`src/rtl/alu_pkg.sv`:
```
// Shared constants for the ALU issue sequencer: ALU op codes, MIPS opcode/funct
// values, writeback kinds and the sequencer state encoding.
package alu_pkg;

  localparam logic [2:0] ALUOP_ADD = 3'd0;
  localparam logic [2:0] ALUOP_SUB = 3'd1;
  localparam logic [2:0] ALUOP_AND = 3'd2;
  localparam logic [2:0] ALUOP_OR  = 3'd3;
  localparam logic [2:0] ALUOP_SLT = 3'd4;
  localparam logic [2:0] ALUOP_NOR = 3'd5;
  localparam logic [2:0] ALUOP_SLL = 3'd6;
  localparam logic [2:0] ALUOP_SRL = 3'd7;

  localparam logic [5:0] OP_RTYPE = 6'h00;
  localparam logic [5:0] OP_ADDI  = 6'h08;
  localparam logic [5:0] OP_LW    = 6'h23;
  localparam logic [5:0] OP_SW    = 6'h2B;
  localparam logic [5:0] OP_BEQ   = 6'h04;
  localparam logic [5:0] OP_BNE   = 6'h05;

  localparam logic [5:0] FN_ADD = 6'h20;
  localparam logic [5:0] FN_SUB = 6'h22;
  localparam logic [5:0] FN_AND = 6'h24;
  localparam logic [5:0] FN_OR  = 6'h25;
  localparam logic [5:0] FN_SLT = 6'h2A;
  localparam logic [5:0] FN_NOR = 6'h27;
  localparam logic [5:0] FN_SLL = 6'h00;
  localparam logic [5:0] FN_SRL = 6'h02;

  localparam logic [1:0] KIND_NONE     = 2'd0;
  localparam logic [1:0] KIND_REG_WB   = 2'd1;
  localparam logic [1:0] KIND_MEM_ADDR = 2'd2;
  localparam logic [1:0] KIND_BRANCH   = 2'd3;

  typedef enum logic [2:0] {
    StIdle,
    StSetup,
    StExec,
    StCapt,
    StDone
  } state_e;

endpackage

```
`src/rtl/alu_op_decode.sv`:
```
// Combinational decode of (opcode, funct) into ALU control, operand routing and
// writeback kind for the issue sequencer.
module alu_op_decode
  import alu_pkg::*;
(
  input  logic [5:0] i_opcode,
  input  logic [5:0] i_funct,
  output logic [2:0] o_alu_op,
  output logic       o_src2_is_imm,
  output logic       o_use_shamt,
  output logic [1:0] o_kind,
  output logic       o_is_bne,
  output logic       o_illegal
);

  always_comb begin
    o_alu_op      = ALUOP_ADD;
    o_src2_is_imm = 1'b0;
    o_use_shamt   = 1'b0;
    o_kind        = KIND_NONE;
    o_is_bne      = 1'b0;
    o_illegal     = 1'b0;
    case (i_opcode)
      OP_RTYPE: begin
        o_kind = KIND_REG_WB;
        case (i_funct)
          FN_ADD: o_alu_op = ALUOP_ADD;
          FN_SUB: o_alu_op = ALUOP_SUB;
          FN_AND: o_alu_op = ALUOP_AND;
          FN_OR:  o_alu_op = ALUOP_OR;
          FN_SLT: o_alu_op = ALUOP_SLT;
          FN_NOR: o_alu_op = ALUOP_NOR;
          FN_SLL: begin
            o_alu_op    = ALUOP_SLL;
            o_use_shamt = 1'b1;
          end
          FN_SRL: begin
            o_alu_op    = ALUOP_SRL;
            o_use_shamt = 1'b1;
          end
          default: begin
            o_kind    = KIND_NONE;
            o_illegal = 1'b1;
          end
        endcase
      end
      OP_ADDI: begin
        o_src2_is_imm = 1'b1;
        o_kind        = KIND_REG_WB;
      end
      OP_LW, OP_SW: begin
        o_src2_is_imm = 1'b1;
        o_kind        = KIND_MEM_ADDR;
      end
      OP_BEQ, OP_BNE: begin
        o_alu_op = ALUOP_SUB;
        o_kind   = KIND_BRANCH;
        o_is_bne = (i_opcode == OP_BNE);
      end
      default: o_illegal = 1'b1;
    endcase
  end

endmodule

```
`src/rtl/alu_issue_ctrl.sv`:
```
// Issue sequencer in front of a 32-bit combinational ALU: accepts one instruction,
// sequences shamt then operands into the ALU, samples the result and holds it.
module alu_issue_ctrl
  import alu_pkg::*;
#(
  parameter int unsigned DATA_W        = 32,
  parameter int unsigned SETTLE_CYCLES = 1
) (
  input  logic              i_clk,
  input  logic              i_rst,
  input  logic              i_in_valid,
  output logic              o_in_ready,
  input  logic [5:0]        i_opcode,
  input  logic [5:0]        i_funct,
  input  logic [4:0]        i_shamt_in,
  input  logic [DATA_W-1:0] i_rs_val,
  input  logic [DATA_W-1:0] i_rt_val,
  input  logic [15:0]       i_imm,
  input  logic [DATA_W-1:0] i_pc_plus4,
  output logic [DATA_W-1:0] o_alu_in1,
  output logic [DATA_W-1:0] o_alu_in2,
  output logic [2:0]        o_alu_op,
  output logic [4:0]        o_alu_shamt,
  input  logic [DATA_W-1:0] i_alu_res,
  input  logic              i_alu_zero,
  output logic              o_out_valid,
  input  logic              i_out_ready,
  output logic [DATA_W-1:0] o_out_result,
  output logic [1:0]        o_out_kind,
  output logic              o_out_taken,
  output logic [DATA_W-1:0] o_out_target,
  output logic              o_out_illegal
);

  localparam logic [2:0] LastCnt = 3'(SETTLE_CYCLES);

  state_e            r_state;
  logic [2:0]        r_cnt;
  logic [DATA_W-1:0] r_lat_in1, r_lat_in2, r_lat_pc4;
  logic [2:0]        r_lat_op;
  logic [4:0]        r_lat_shamt;
  logic [1:0]        r_lat_kind;
  logic              r_lat_is_bne;
  logic [15:0]       r_lat_imm;
  logic [DATA_W-1:0] r_alu_in1, r_alu_in2, r_out_result, r_out_target;
  logic [2:0]        r_alu_op;
  logic [4:0]        r_alu_shamt;
  logic              r_out_valid, r_out_taken, r_out_illegal;
  logic [1:0]        r_out_kind;

  logic [2:0]        w_dec_op;
  logic              w_dec_src2_imm, w_dec_use_shamt, w_dec_is_bne, w_dec_illegal;
  logic [1:0]        w_dec_kind;
  logic [DATA_W-1:0] w_sext_imm, w_in1, w_in2, w_target;
  logic              w_taken, w_is_branch;

  alu_op_decode u_decode (
    .i_opcode      (i_opcode),
    .i_funct       (i_funct),
    .o_alu_op      (w_dec_op),
    .o_src2_is_imm (w_dec_src2_imm),
    .o_use_shamt   (w_dec_use_shamt),
    .o_kind        (w_dec_kind),
    .o_is_bne      (w_dec_is_bne),
    .o_illegal     (w_dec_illegal)
  );

  // Shifts take their operand from rt on in1; everything else is rs on in1.
  assign w_sext_imm  = {{(DATA_W-16){i_imm[15]}}, i_imm};
  assign w_in1       = w_dec_use_shamt ? i_rt_val : i_rs_val;
  assign w_in2       = w_dec_src2_imm ? w_sext_imm : i_rt_val;
  assign w_target    = r_lat_pc4 + {{(DATA_W-18){r_lat_imm[15]}}, r_lat_imm, 2'b00};
  assign w_taken     = r_lat_is_bne ? ~i_alu_zero : i_alu_zero;
  assign w_is_branch = (r_lat_kind == KIND_BRANCH);

  always_ff @(posedge i_clk) begin
    if (i_rst) begin
      r_state       <= StIdle;
      r_cnt         <= '0;
      r_lat_in1     <= '0;
      r_lat_in2     <= '0;
      r_lat_pc4     <= '0;
      r_lat_op      <= '0;
      r_lat_shamt   <= '0;
      r_lat_kind    <= KIND_NONE;
      r_lat_is_bne  <= 1'b0;
      r_lat_imm     <= '0;
      r_alu_in1     <= '0;
      r_alu_in2     <= '0;
      r_alu_op      <= '0;
      r_alu_shamt   <= '0;
      r_out_valid   <= 1'b0;
      r_out_result  <= '0;
      r_out_kind    <= KIND_NONE;
      r_out_taken   <= 1'b0;
      r_out_target  <= '0;
      r_out_illegal <= 1'b0;
    end else begin
      unique case (r_state)
        StIdle: begin
          if (i_in_valid) begin
            r_lat_in1    <= w_in1;
            r_lat_in2    <= w_in2;
            r_lat_op     <= w_dec_op;
            r_lat_shamt  <= w_dec_use_shamt ? i_shamt_in : 5'd0;
            r_lat_kind   <= w_dec_kind;
            r_lat_is_bne <= w_dec_is_bne;
            r_lat_imm    <= i_imm;
            r_lat_pc4    <= i_pc_plus4;
            if (w_dec_illegal) begin
              // Illegal instructions never touch the ALU.
              r_state       <= StDone;
              r_out_valid   <= 1'b1;
              r_out_result  <= '0;
              r_out_kind    <= KIND_NONE;
              r_out_taken   <= 1'b0;
              r_out_target  <= '0;
              r_out_illegal <= 1'b1;
            end else begin
              r_state <= StSetup;
            end
          end
        end
        StSetup: begin
          // The ALU ignores shamt-only changes, so shamt settles first.
          r_alu_shamt <= r_lat_shamt;
          r_state     <= StExec;
        end
        StExec: begin
          r_alu_in1 <= r_lat_in1;
          r_alu_in2 <= r_lat_in2;
          r_alu_op  <= r_lat_op;
          r_cnt     <= '0;
          r_state   <= StCapt;
        end
        StCapt: begin
          if (r_cnt == LastCnt) begin
            r_out_valid   <= 1'b1;
            r_out_result  <= i_alu_res;
            r_out_kind    <= r_lat_kind;
            r_out_taken   <= w_is_branch & w_taken;
            r_out_target  <= w_is_branch ? w_target : '0;
            r_out_illegal <= 1'b0;
            r_state       <= StDone;
          end else begin
            r_cnt <= r_cnt + 3'd1;
          end
        end
        StDone: begin
          if (i_out_ready) begin
            r_out_valid <= 1'b0;
            r_state     <= StIdle;
          end
        end
        default: r_state <= StIdle;
      endcase
    end
  end

  assign o_in_ready    = (r_state == StIdle);
  assign o_alu_in1     = r_alu_in1;
  assign o_alu_in2     = r_alu_in2;
  assign o_alu_op      = r_alu_op;
  assign o_alu_shamt   = r_alu_shamt;
  assign o_out_valid   = r_out_valid;
  assign o_out_result  = r_out_result;
  assign o_out_kind    = r_out_kind;
  assign o_out_taken   = r_out_taken;
  assign o_out_target  = r_out_target;
  assign o_out_illegal = r_out_illegal;

endmodule

```
`config.mk`:
```
export PLATFORM = sky130hd
export DESIGN_NAME = alu_issue_ctrl
export DESIGN_NICKNAME = d
export VERILOG_FILES = /design/src/rtl/alu_pkg.sv /design/src/rtl/alu_op_decode.sv /design/src/rtl/alu_issue_ctrl.sv
export SDC_FILE = /design/constraint.sdc
export NUM_CORES = 1
export LEC_CHECK = 0
export CAP_MARGIN = 0
export CORE_MARGIN = 2
export CORE_UTILIZATION = 49
export DETAILED_ROUTE_END_ITERATION = 16
export MAX_ROUTING_LAYER = met4
export PLACE_DENSITY = 0.77
export SYNTH_ARGS = -nofsm -noshare
export SYNTH_HDL_FRONTEND = slang
export SYNTH_SLANG_ARGS = --single-unit
```
`constraint.sdc`:
```
create_clock -name i_clk -period 3.25 [get_ports i_clk]
set_clock_uncertainty 0.05 [all_clocks]
set_input_delay 0.65 -clock i_clk [delete_from_list [all_inputs] [get_ports i_clk]]
set_output_delay 0.65 -clock i_clk [all_outputs]
set_load 0.05 [all_outputs]
```
# Word-level counts from Yosys, hierarchy flattened
# Index checks and enable logic that the tools add are counted.
# op_classes
n_addsub,2
n_eq_ne,23
n_mux,43
bitwise,2
n_reduce_logical,17
# op_table
operator,n
32-bit 2-to-1 mux,7
32-bit case mux with 2 select lines,2
"6-bit == test, second input constant",8
32-bit adder,1
3-bit case mux with 7 select lines,1
1-bit 2-to-1 mux,15
3-bit 2-to-1 mux,5
3-bit case mux with 5 select lines,1
"6-bit by 3-bit == test with 1-bit output, second input constant",2
6-bit logical NOT,2
3-bit case mux with 2 select lines,2
"2-bit inequality test, second input constant",4
2-bit case mux with 4 select lines,1
8-bit OR reduction,1
"3-bit by 1-bit == test with 1-bit output, second input constant",2
"3-bit by 2-bit == test with 1-bit output, second input constant",2
"6-bit by 2-bit == test with 1-bit output, second input constant",1
"6-bit by 4-bit == test with 1-bit output, second input constant",1
2-bit 2-to-1 mux,3
1-bit case mux with 2 select lines,3
2-bit OR reduction,3
5-bit 2-to-1 mux,1
5-bit AND reduction,1
5-bit OR reduction,1
other kinds (15),17
# totals
regBits,270
input_bits,166
output_inout_bits,142
wordCells,107

# Depth between registers and ports, before layout
# Gate-level depths: netlist of run 1.
# depth
word_depth,7
depth_mapped,11
depth_no_buf,10

# Modules after synthesis
# Synthesis of run 1 repeated with hierarchy kept, for this count alone.
# hier_totals
hier_cells,1431
area_unflattened_um2,11818.8
# by_module_without_submodules
mod,n_inst,cells_per_inst,area_per_inst_um2,seq_area_each_um2
alu_issue_ctrl,1,1394,11559.8,5405.2
alu_op_decode,1,37,259.0,0.0

# Least setup slack after synthesis of run 1
# Ideal clock, no wire load.
# synth_timing
path_type,reg-to-reg
start,reg r_lat_imm[15]
end,"reg r_out_target[29], in the netlist o_out_target[29]"
setup_time_ps,117
t_arrival_ps,2337
required_ps,3083
setup_slack_ps,746
path_stages_with_launch,10
n_path_buf,1
synth_period_minus_slack_ps,2504
cell_sequence,dfxtp_1 > ha_1 > clkdlybuf4s15_2 > a21oi_2 > o31a_1 > o21ai_0 > a31oi_1 > a21oi_1 > or3_1 > a32o_1
# synth_between
elab_chain_cells,4
# synth_rtl
item,line_no,text
"start, declared",alu_issue_ctrl.sv:44,logic [15:0] r_lat_imm;
"start signal, assigned",alu_issue_ctrl.sv:108,r_lat_imm <= i_imm;
32-bit adder,alu_issue_ctrl.sv:72,"assign w_target = r_lat_pc4 + {{(DATA_W-18){r_lat_imm[15]}}, r_lat_imm, 2'b00};"
32-bit 2-to-1 mux,alu_issue_ctrl.sv:142,r_out_target <= w_is_branch ? w_target : '0;
32-bit 2-to-1 mux,alu_issue_ctrl.sv:137,if (r_cnt == LastCnt) begin
32-bit case mux with 2 select lines,alu_issue_ctrl.sv:99,unique case (r_state)
"end signal, assigned",alu_issue_ctrl.sv:142,
"end, declared",alu_issue_ctrl.sv:45,"logic [DATA_W-1:0] r_alu_in1, r_alu_in2, r_out_result, r_out_target;"
# Every way passes these cells. The select of a mux whose other input is x is not followed.
# A chain may end at the register's enable or synchronous reset.

# Worst setup path after layout of run 1
# layout_timing
start,reg r_lat_imm[0]
end,"reg r_out_target[30], in the netlist o_out_target[30]"
# Same word-level chain as after synthesis.

==> results of run 1 <==
## synthesized netlist by cell type, types with 3 or more instances
cell type    n  share of area, %
a211oi_1    66               4.2
a21o_1      13              0.82
a21oi_1    174               7.3
a22oi_1     36               2.3
a31oi_1     10              0.53
and3_1       5              0.26
buf_1       12              0.38
buf_2       19              0.80
buf_4        8              0.50
buf_6        8              0.76
clkbuf_1    57               1.8
dfxtp_1    270                45
ha_1        31               3.3
inv_1       12              0.38
mux2i_1     54               4.5
nand2_1    287               9.1
nand2b_1     7              0.37
nand3_1     23              0.97
nand4_1      8              0.42
nor2_1     141               4.4
nor2b_1      4              0.21
nor3_1      39               1.6
nor3b_1      3              0.19
nor4_1       3              0.16
o211ai_1     5              0.32
o21a_1       4              0.25
o21ai_0     24               1.0
o21ai_1      3              0.13
or3_1        3              0.16
xnor2_1      9              0.66
xor2_1      14               1.0
## area by class of cell
cell class              count  area share [%]
well taps                 324           2.532
clock inverters            17           1.118
repair buffers            326           20.34
clock buffers              36           4.947
inverters                  13          0.3048
flip-flops and latches    270           33.76
multi-input cells        1027           36.99
## kinds of logic after synthesis
kind of cell	after synthesis	synth area share [%]
xor+xnor	23	1.694
buf+inv	121	4.996
simple gates	540	19.19
mux	54	4.544
compound gates	378	20.71
fa+ha+maj	32	3.429
flops	270	45.44
## critical path: cells and delay by family (launching register included)
family          cells  cell delay, ps
compound gates      6            1490
fa+ha+maj           2             560
flops               1             340
simple gates        1             180
buf+inv             1              60
## registers in the layout (all words and copies together) (netlist names), 2 cells and up
signal,cells
r_lat_op,3
o_alu_in2,32
r_lat_pc4,32
o_out_result,32
r_lat_shamt,5
o_out_kind,2
o_alu_op,3
r_state,3
r_lat_imm,16
o_alu_in1,32
r_cnt,3
r_lat_kind,2
r_lat_in1,32
o_alu_shamt,5
r_lat_in2,32
o_out_target,32
## routing by layer
layer  vias up  wire, um  share of wire (%)
li1       5441         -                  -
met1      5212     15660                 44
met2       380     16300                 46
met3        42      2665                7.6
met4         0       620                1.8
met5         -         0                  0
## stage by stage
step	utilization, %	instances
floorplan	-	1418
global placement	62.38	1960
detailed placement	62.38	1960
CTS	66.41	2013
global route	66.41	2013
finish	66.41	2013
## power by group
group / switching, mW / internal [mW]
logic: 0.585 / 0.439
registers: 0.0847 / 3.45
clock network: 1.37 / 1.97
total: 2.04 / 5.86
## how the worst max path moves through the flow
stage	startpoint	to	slack [ps]	depth (start not counted)
global placement	i_opcode[0]	o_out_target[30]$_SDFFE_PP0P_	340	8
floorplan	r_lat_imm[15]$_SDFFE_PP0P_	o_out_target[29]$_SDFFE_PP0P_	750	9
CTS	r_lat_pc4[2]$_SDFFE_PP0P_	o_out_target[30]$_SDFFE_PP0P_	470	10
global route	r_lat_imm[0]$_SDFFE_PP0P_	o_out_target[30]$_SDFFE_PP0P_	270	10
detailed placement	i_opcode[0]	o_out_result[9]$_SDFFE_PP0P_	230	9
finish	r_lat_imm[0]$_SDFFE_PP0P_	o_out_target[30]$_SDFFE_PP0P_	460	10
==> results.sh, run 1 <==
export IMPL_outcome="finished, final reports clean"
export IMPL_drt_iter0_markers=863
export IMPL_worstPathArrival_ps=3160
export IMPL_place_hpwl_mm=24.40
export IMPL_p_per_area_mw_per_mm2=493.2
export IMPL_grt_max_degree=138
export IMPL_relSlewSlack_pct=41.19
export IMPL_holdCritPathClass="register to register"
export IMPL_std_cell_rows=57
export IMPL_antenna_found_initial=0
export IMPL_clockRootBuffer="clkbuf_16"
export IMPL_synth_cells=1418
export IMPL_start_util_pct=49.35
export IMPL_p_leak_nw=5.866
export IMPL_setup_tns_ps=0
export IMPL_fin_ws_ps=464.2
export IMPL_die_area_mm2=0.02554
export IMPL_fmax_mhz=359.0
export IMPL_cts_made_buffers=29
export IMPL_dr_pass1_iters=5
export IMPL_worst_hold_slack_ps=396.3
export IMPL_slew_viol_final=0
export IMPL_multi_input_area_mm2=0.005922
export IMPL_final_nets=1865
export IMPL_hold_violations=0
export IMPL_grtUsageTotal_pct=27.35
export IMPL_vdd_drop_max_uv=312.0
export IMPL_async_reset_ff_share_pct=0
export IMPL_worstSetupPathType="register to register"
export IMPL_synth_cell_types=84
export IMPL_die_w_um=159.8
export IMPL_finalWirelength_mm=35.25
export IMPL_vias=11075
export IMPL_area_growth_pct=34.59
export IMPL_reg2reg_slack_ps=460
export IMPL_cts_setup_buffers=0
export IMPL_yosys_warnings=0
export IMPL_ys_flop_type="dfxtp_1"
export IMPL_netlist_area_mm2=0.01190
export IMPL_fill_cells=2113
export IMPL_cp_start_kind="register"
export IMPL_critPathMaxStageDelay_ps=440
export IMPL_finalSetupViolCount=0
export IMPL_ctsHoldBuffers=0
export IMPL_total_power_mw=7.896
export IMPL_cp_max_fo=4
export IMPL_grt_busiest_layer="met2"
export IMPL_drc=0
export IMPL_rr_startpoint="r_lat_imm[0]$_SDFFE_PP0P_"
export IMPL_antenna_left=0
export IMPL_r2r_end="o_out_target[30]$_SDFFE_PP0P_"
export IMPL_core_area_mm2=0.02411
export IMPL_overflow=0
export IMPL_grt_met2_usage_pct=43.33
export IMPL_slowest_stage="o31ai_2"
export IMPL_wl_per_cell_um=17.51
export IMPL_syn_avg_cell_area_um2=8.389
export IMPL_grt_use_met1_pct=35.98
export IMPL_layout_drive_gt1_share_pct=6.157
export IMPL_cts_tree="done"
export IMPL_min_path_cells=2
export IMPL_clock_sinks=270
export IMPL_n_antenna_cell=0
export IMPL_drv_cap=0
export IMPL_dpl_cell_area_mm2=0.01504
export IMPL_die_height_um=159.8
export IMPL_cp_end_kind="register"
export IMPL_numPortBuffers=307
export IMPL_dpl_worst_slack_ps=233.0
export IMPL_h_tree_depth=1
export IMPL_grt_pass1_wl_mm=55.78
export IMPL_synth_seq_cells=270
export IMPL_fin_crit_sh_pct=85.72
export IMPL_crit_chain="ha_1, inv_1, fa_1, nand2b_1, a21oi_1, o21ai_0, o31ai_2, a31o_1, a2111oi_2, a311o_1"
export IMPL_regArea_mm2=0.005405
export IMPL_hold_end="o_alu_op[0]$_SDFFE_PP0P_"
export IMPL_clk_pin_slew_ps=60
export IMPL_postLayoutCellArea_mm2=0.01601
export IMPL_vias_per_cell=5.502
export IMPL_ctsResizeCount=0
export IMPL_rsz0062_at_grt="false"
export IMPL_cp_required_ps=3630
export IMPL_mostFrequentLayoutCells="306 x clkdlybuf4s50_1, 286 x nand2_1, 270 x dfxtp_1"
export IMPL_finalWeightedCongestion=0.9070
export IMPL_holdCritStartpoint="r_lat_op[0]$_SDFFE_PP0P_"
export IMPL_grt_pass1_vias=10547
export IMPL_cts_buffer_depth=3
export IMPL_fin_crit_ps=2786
export IMPL_synth_enable_flop_cells=0
export IMPL_worstSkewPairLatency_ps=540
export IMPL_io_pins=308
export IMPL_mostFrequentLayoutCell="clkdlybuf4s50_1"
export IMPL_seq_area_frac_synth_pct=45.44
export IMPL_r2r_cells=10
export IMPL_tightest_slew_ps=882.1
export IMPL_postSynthNetCount=1616
export IMPL_met3_usage_pct=5.922
No activity file was read; power rests on OpenSTA's default activity.
==> run 2: changes to the inputs <==
--- a/config.mk
+++ b/config.mk
@@ -7,10 +7,11 @@
 export LEC_CHECK = 0
 export CAP_MARGIN = 0
 export CORE_MARGIN = 2
-export CORE_UTILIZATION = 49
+export CORE_UTILIZATION = 40
 export DETAILED_ROUTE_END_ITERATION = 16
 export MAX_ROUTING_LAYER = met4
-export PLACE_DENSITY = 0.77
+export PLACE_DENSITY = 0.65
 export SYNTH_ARGS = -nofsm -noshare
 export SYNTH_HDL_FRONTEND = slang
 export SYNTH_SLANG_ARGS = --single-unit
+export TNS_END_PERCENT = 30
==> results.sh, run 2 (synthesis results as in run 1) <==
export IMPL_total_power_mw=8.034
export IMPL_numPortBuffers=307
export IMPL_grt_max_degree=106
export IMPL_die_area_mm2=0.03113
export IMPL_holdCritPathClass="register to register"
export IMPL_internal_power_mw=6.013
export IMPL_drc=0
export IMPL_die_w_um=176.4
export IMPL_slew_viol_final=0
export IMPL_crit_family="buffers and inverters"
export IMPL_clockRootBuffer="clkbuf_16"
export IMPL_cts_tree="done"
export IMPL_worstPathArrival_ps=2030
export IMPL_cp_start_kind="register"
export IMPL_power_switching_mw=2.022
export IMPL_finalWeightedCongestion=0.8478
export IMPL_crit_chain="nor3_1, clkdlybuf4s50_1"
export IMPL_worstSkewPairLatency_ps=550
export IMPL_final_core_util_pct=55.02
export IMPL_clk_pin_slew_ps=60
export IMPL_relSlewSlack_pct=47.30
export IMPL_tightest_slew_ps=790.5
export IMPL_fmax_mhz=365.8
export IMPL_cp_startpoint="r_state[2]$_SDFFE_PP0P_"
export IMPL_cp_required_ps=2550
export IMPL_mostFrequentLayoutCell="clkdlybuf4s50_1"
export IMPL_mostFrequentLayoutCells="306 x clkdlybuf4s50_1, 286 x nand2_1, 270 x dfxtp_1"
export IMPL_dr_pass1_iters=7
export IMPL_holdCritStartpoint="r_lat_in2[15]$_SDFFE_PP0P_"
export IMPL_drt_iter0_markers=809
export IMPL_cts_setup_buffers=0
export IMPL_swShare_pct=25.16
export IMPL_drv_cap=0
export IMPL_wl_per_cell_um=17.11
export IMPL_grt_pass1_wl_mm=55.16
export IMPL_vdd_drop_max_uv=438.9
export IMPL_worstSetupPathType="register to output pin"
export IMPL_final_nets=1870
export IMPL_finalSetupViolCount=0
export IMPL_std_cell_rows=63
export IMPL_start_util_pct=40.35
export IMPL_overflow=0
export IMPL_core_area_mm2=0.02948
export IMPL_vias_per_cell=5.244
export IMPL_fin_crit_ps=2734
export IMPL_fin_crit_sh_pct=84.11
export IMPL_combPwrFrac_pct=12.9
export IMPL_setup_tns_ps=0
export IMPL_h_tree_depth=1
export IMPL_cts_made_buffers=30
export IMPL_slowest_stage="clkdlybuf4s50_1"
export IMPL_clock_sinks=270
export IMPL_die_height_um=176.4
export IMPL_layout_drive_gt1_share_pct=6.257
export IMPL_antenna_left=0
export IMPL_p_per_area_mw_per_mm2=495.4
export IMPL_timing_critical_path_buf_inv=1
export IMPL_vias=10939
export IMPL_p_leak_nw=5.931
export IMPL_outcome="finished, final reports clean"
export IMPL_place_hpwl_mm=24.98
export IMPL_dpl_cell_area_mm2=0.01520
export IMPL_hold_violations=0
export IMPL_antenna_found_initial=2
export IMPL_p_seq_share_pct=44.0
export IMPL_area_growth_pct=36.35
export IMPL_critPathMaxStageDelay_ps=850
export IMPL_rsz0062_at_grt="false"
export IMPL_ctsHoldBuffers=0
export IMPL_cp_end_kind="output pin"
export IMPL_grt_pass1_vias=10379
export IMPL_worst_hold_slack_ps=392.9
export IMPL_clkPwrFrac_pct=43.0
export IMPL_rr_startpoint="r_lat_imm[15]$_SDFFE_PP0P_"
export IMPL_cp_max_fo=10
export IMPL_finalWirelength_mm=35.69
export IMPL_grtUsageTotal_pct=22.53
export IMPL_ctsResizeCount=0
export IMPL_postLayoutCellArea_mm2=0.01622
export IMPL_cts_buffer_depth=3
export IMPL_io_pins=308
==> run 2: worst reg2reg max path, cell delays in order (launching register included) <==
cell     delay (ps)
dfxtp_1         610
ha_1            430
a21oi_2         250
o31a_1          160
o21ai_0         100
a31oi_1         280
a21oi_1         160
or3_1           330
a32o_1          250
==> run 2: final cells by class <==
class,instances,area (um2)
Sequential cell,270,5405
Clock inverter,10,127.6
Multi-Input combinational cell,1027,5923
Timing Repair Buffer,330,3337
Inverter,13,48.80
Clock buffer,44,884.6
Tap cell,390,488.0
Antenna cell,2,5.005
Fill cell,2808,13260
==> run 2: worst paths after layout <==
check	to	slack, ps	cells after the start
min reg2reg	o_alu_in2[15]$_SDFFE_PP0P_	390	2
max reg2reg	o_out_target[29]$_SDFFE_PP0P_	530	8
max	o_in_ready	520	2
min	o_alu_in2[15]$_SDFFE_PP0P_	390	2
==> run 2: power groups by stage <==
stage	clock (mW)	combinational [mW]	sequential (mW)
floorplan	0	0.625	3.61
global placement	0	1.03	3.60
detailed placement	0	1.04	3.61
CTS	3.53	1.05	3.54
global route	3.68	1.14	3.55
finish	3.46	1.04	3.54
==> run 2: layer usage <==
layer	global-route usage [%]	routed length, um	vias up
met5	-	0	-
met4	5.028	682	0
met3	5.319	2796	38
met2	35.16	15940	360
met1	29.73	16270	5074
li1	-	-	5467
==> run 2: per-stage QoR <==
step,setup WS (ps),std cells
after floorplan,745.7,1418
after global routing,314.4,2086
after global placement,315.3,2030
final,516.3,2086
after detailed placement,243.2,2030
after CTS,475.0,2084
==> RTL change, RTL diff (settings of run 2) <==
Reset style: asynchronous (`i_rst`), changed in one clocked block.
--- a/src/rtl/alu_issue_ctrl.sv
+++ b/src/rtl/alu_issue_ctrl.sv
@@ -73,7 +73,7 @@
   assign w_taken     = r_lat_is_bne ? ~i_alu_zero : i_alu_zero;
   assign w_is_branch = (r_lat_kind == KIND_BRANCH);
 
-  always_ff @(posedge i_clk) begin
+  always_ff @(posedge i_clk or posedge i_rst) begin
     if (i_rst) begin
       r_state       <= StIdle;
       r_cnt         <= '0;
Formal check against the unedited RTL: differs if i_rst is asserted again (counterexample within 4 cycles, from zero or initial values and one cycle with i_rst high); with i_rst held inactive, the same outputs for 4 cycles.
==> RTL change against run 2 <==
Sequential cell count is the same; core utilization is 0.59 points higher; routed wire length fell by 7.5%; count of clock-buffer cells in the layout grew 6; critical path depth did not move; maximum frequency decreased by 9.2%; worst setup slack worse by 0.28 ns; design area is 4.1% higher; area after synthesis increased by 2.9%; critical endpoint unchanged; synthesized cell count is 18% lower.
Power is not compared: it rests on default switching activity, and its combinational part moved more than twofold at a synthesized area within 25%.
==> RTL change: results (changes against run 2) <==
cells on worst reg2reg path 9 (was 8); Worst R2R Start r_lat_pc4[12]$_DFFE_PP0P_ (was r_lat_imm[15]$_SDFFE_PP0P_); largest net degree at the start of global routing 103 (was 106); Hold Crit Start r_lat_shamt[1]$_DFFE_PP0P_ (was r_lat_in2[15]$_SDFFE_PP0P_); post-synth net total 1360 (was 1616); Initial DRC Count 431 (was 809); vias per cell 5.10 (was 5.24); average cell area after synthesis 10.5 µm² (was 8.39 µm²); Hold Worst Slack 0.410 ns (was 0.393 ns); Adder-Cell Fraction of Synth Area 3.33% (was 3.43%); status complete, no violations (unchanged); vias in the first global route 9612 (was 10400); post-synthesis xor/xnor area fraction 2.00% (was 1.69%); Reg2Reg Setup Slack 0.50 ns (was 0.53 ns); first drt pass iteration count 5 (was 7); share of cells above drive strength 1 10.7% (was 6.26%); Post-synth top cells nand2_1 (275), dfrtp_1 (270), mux2_2 (73), o21ai_1 (70), a21oi_1 (59) (was nand2_1 (287), dfxtp_1 (270), a21oi_1 (174), nor2_1 (141), a211oi_1 (66)); met3 WL 2.71 mm (was 2.80 mm); total track usage 21.1% (was 22.5%); sequential share of the synthesized area 55.2% (was 45.4%); Critical Path AT 2.31 ns (was 2.03 ns); WL met2 15.1 mm (was 15.9 mm); mux share of post-synthesis cell area 10.6% (was 4.54%); first-pass GRT wire length 52.0 mm (was 55.2 mm); Compound-Gate Fraction of Synth Area 13.2% (was 20.7%); Async SR Flop Fraction 100% (was 0%); Synth area leaders dfrtp_1 (55%), nand2_1 (8.4%), mux2_2 (6.7%), mux2i_1 (3.8%), ha_1 (3.2%) (was dfxtp_1 (45%), nand2_1 (9.1%), a21oi_1 (7.3%), mux2i_1 (4.5%), nor2_1 (4.4%)); dpl cell area 0.0159 mm² (was 0.0152 mm²); placed wire-length estimate 23.8 mm (was 25.0 mm); Placer Congestion 0.873 (was 0.848)
[RTL change: cell count changes in the layout (fill, tap and decap cells not counted), moves of 37 or more]
cell	delta
a21oi_1	-116
nor2_1	-111
a211oi_1	-62
dfxtp_1	-270
dfrtp_1	+270
mux2_2	+73
o21ai_1	+67
a22o_1	+37
[RTL change: final cells by class]
class | instances | area, µm² | area share (%)
Sequential cell | 270 | 6760 | 40.0
Multi-Input combinational cell | 815 | 5200 | 30.8
Timing Repair Buffer | 332 | 3400 | 20.1
Clock buffer | 50 | 927 | 5.49
Tap cell | 396 | 495 | 2.94
Clock inverter | 4 | 52.6 | 0.311
Inverter | 11 | 45.0 | 0.267
Antenna cell | 2 | 5.00 | 0.0297
[RTL change: through the flow]
stage               cells  setup slack (ns)  power (W)
global route         1880             0.154     0.0192
detailed placement   1824             0.191     0.0147
finish               1880             0.241     0.0180
CTS                  1878             0.191     0.0182
global placement     1824             0.283     0.0146
floorplan            1162             -1.02     0.0118
[RTL change: worst max-delay path: stages (launching register included)]
cell	delay, ns
dfrtp_1	0.50
nor3_2	0.36
clkdlybuf4s50_1	0.89
[RTL change: per-layer routing]
layer	global-route usage, %	vias to the layer above
met4	4.91	0
met5	-	-
met2	33.2	285
met1	27.3	4611
met3	5.68	54
li1	-	4641
[RTL change: how the worst max path moves through the flow]
stage,start,endpoint,depth (start not counted)
3_3_place_gp,i_funct[3],o_out_target[4]$_DFFE_PP0P_,9
3_5_place_dp,i_funct[2],o_out_target[4]$_DFFE_PP0P_,9
2_1_floorplan,i_rst,o_alu_in1[0]$_DFFE_PP0P_,1
5_1_grt,r_state[0]$_DFFE_PP0P_,o_in_ready,2
6_report,r_state[0]$_DFFE_PP0P_,o_in_ready,2
4_1_cts,r_state[0]$_DFFE_PP0P_,o_in_ready,2
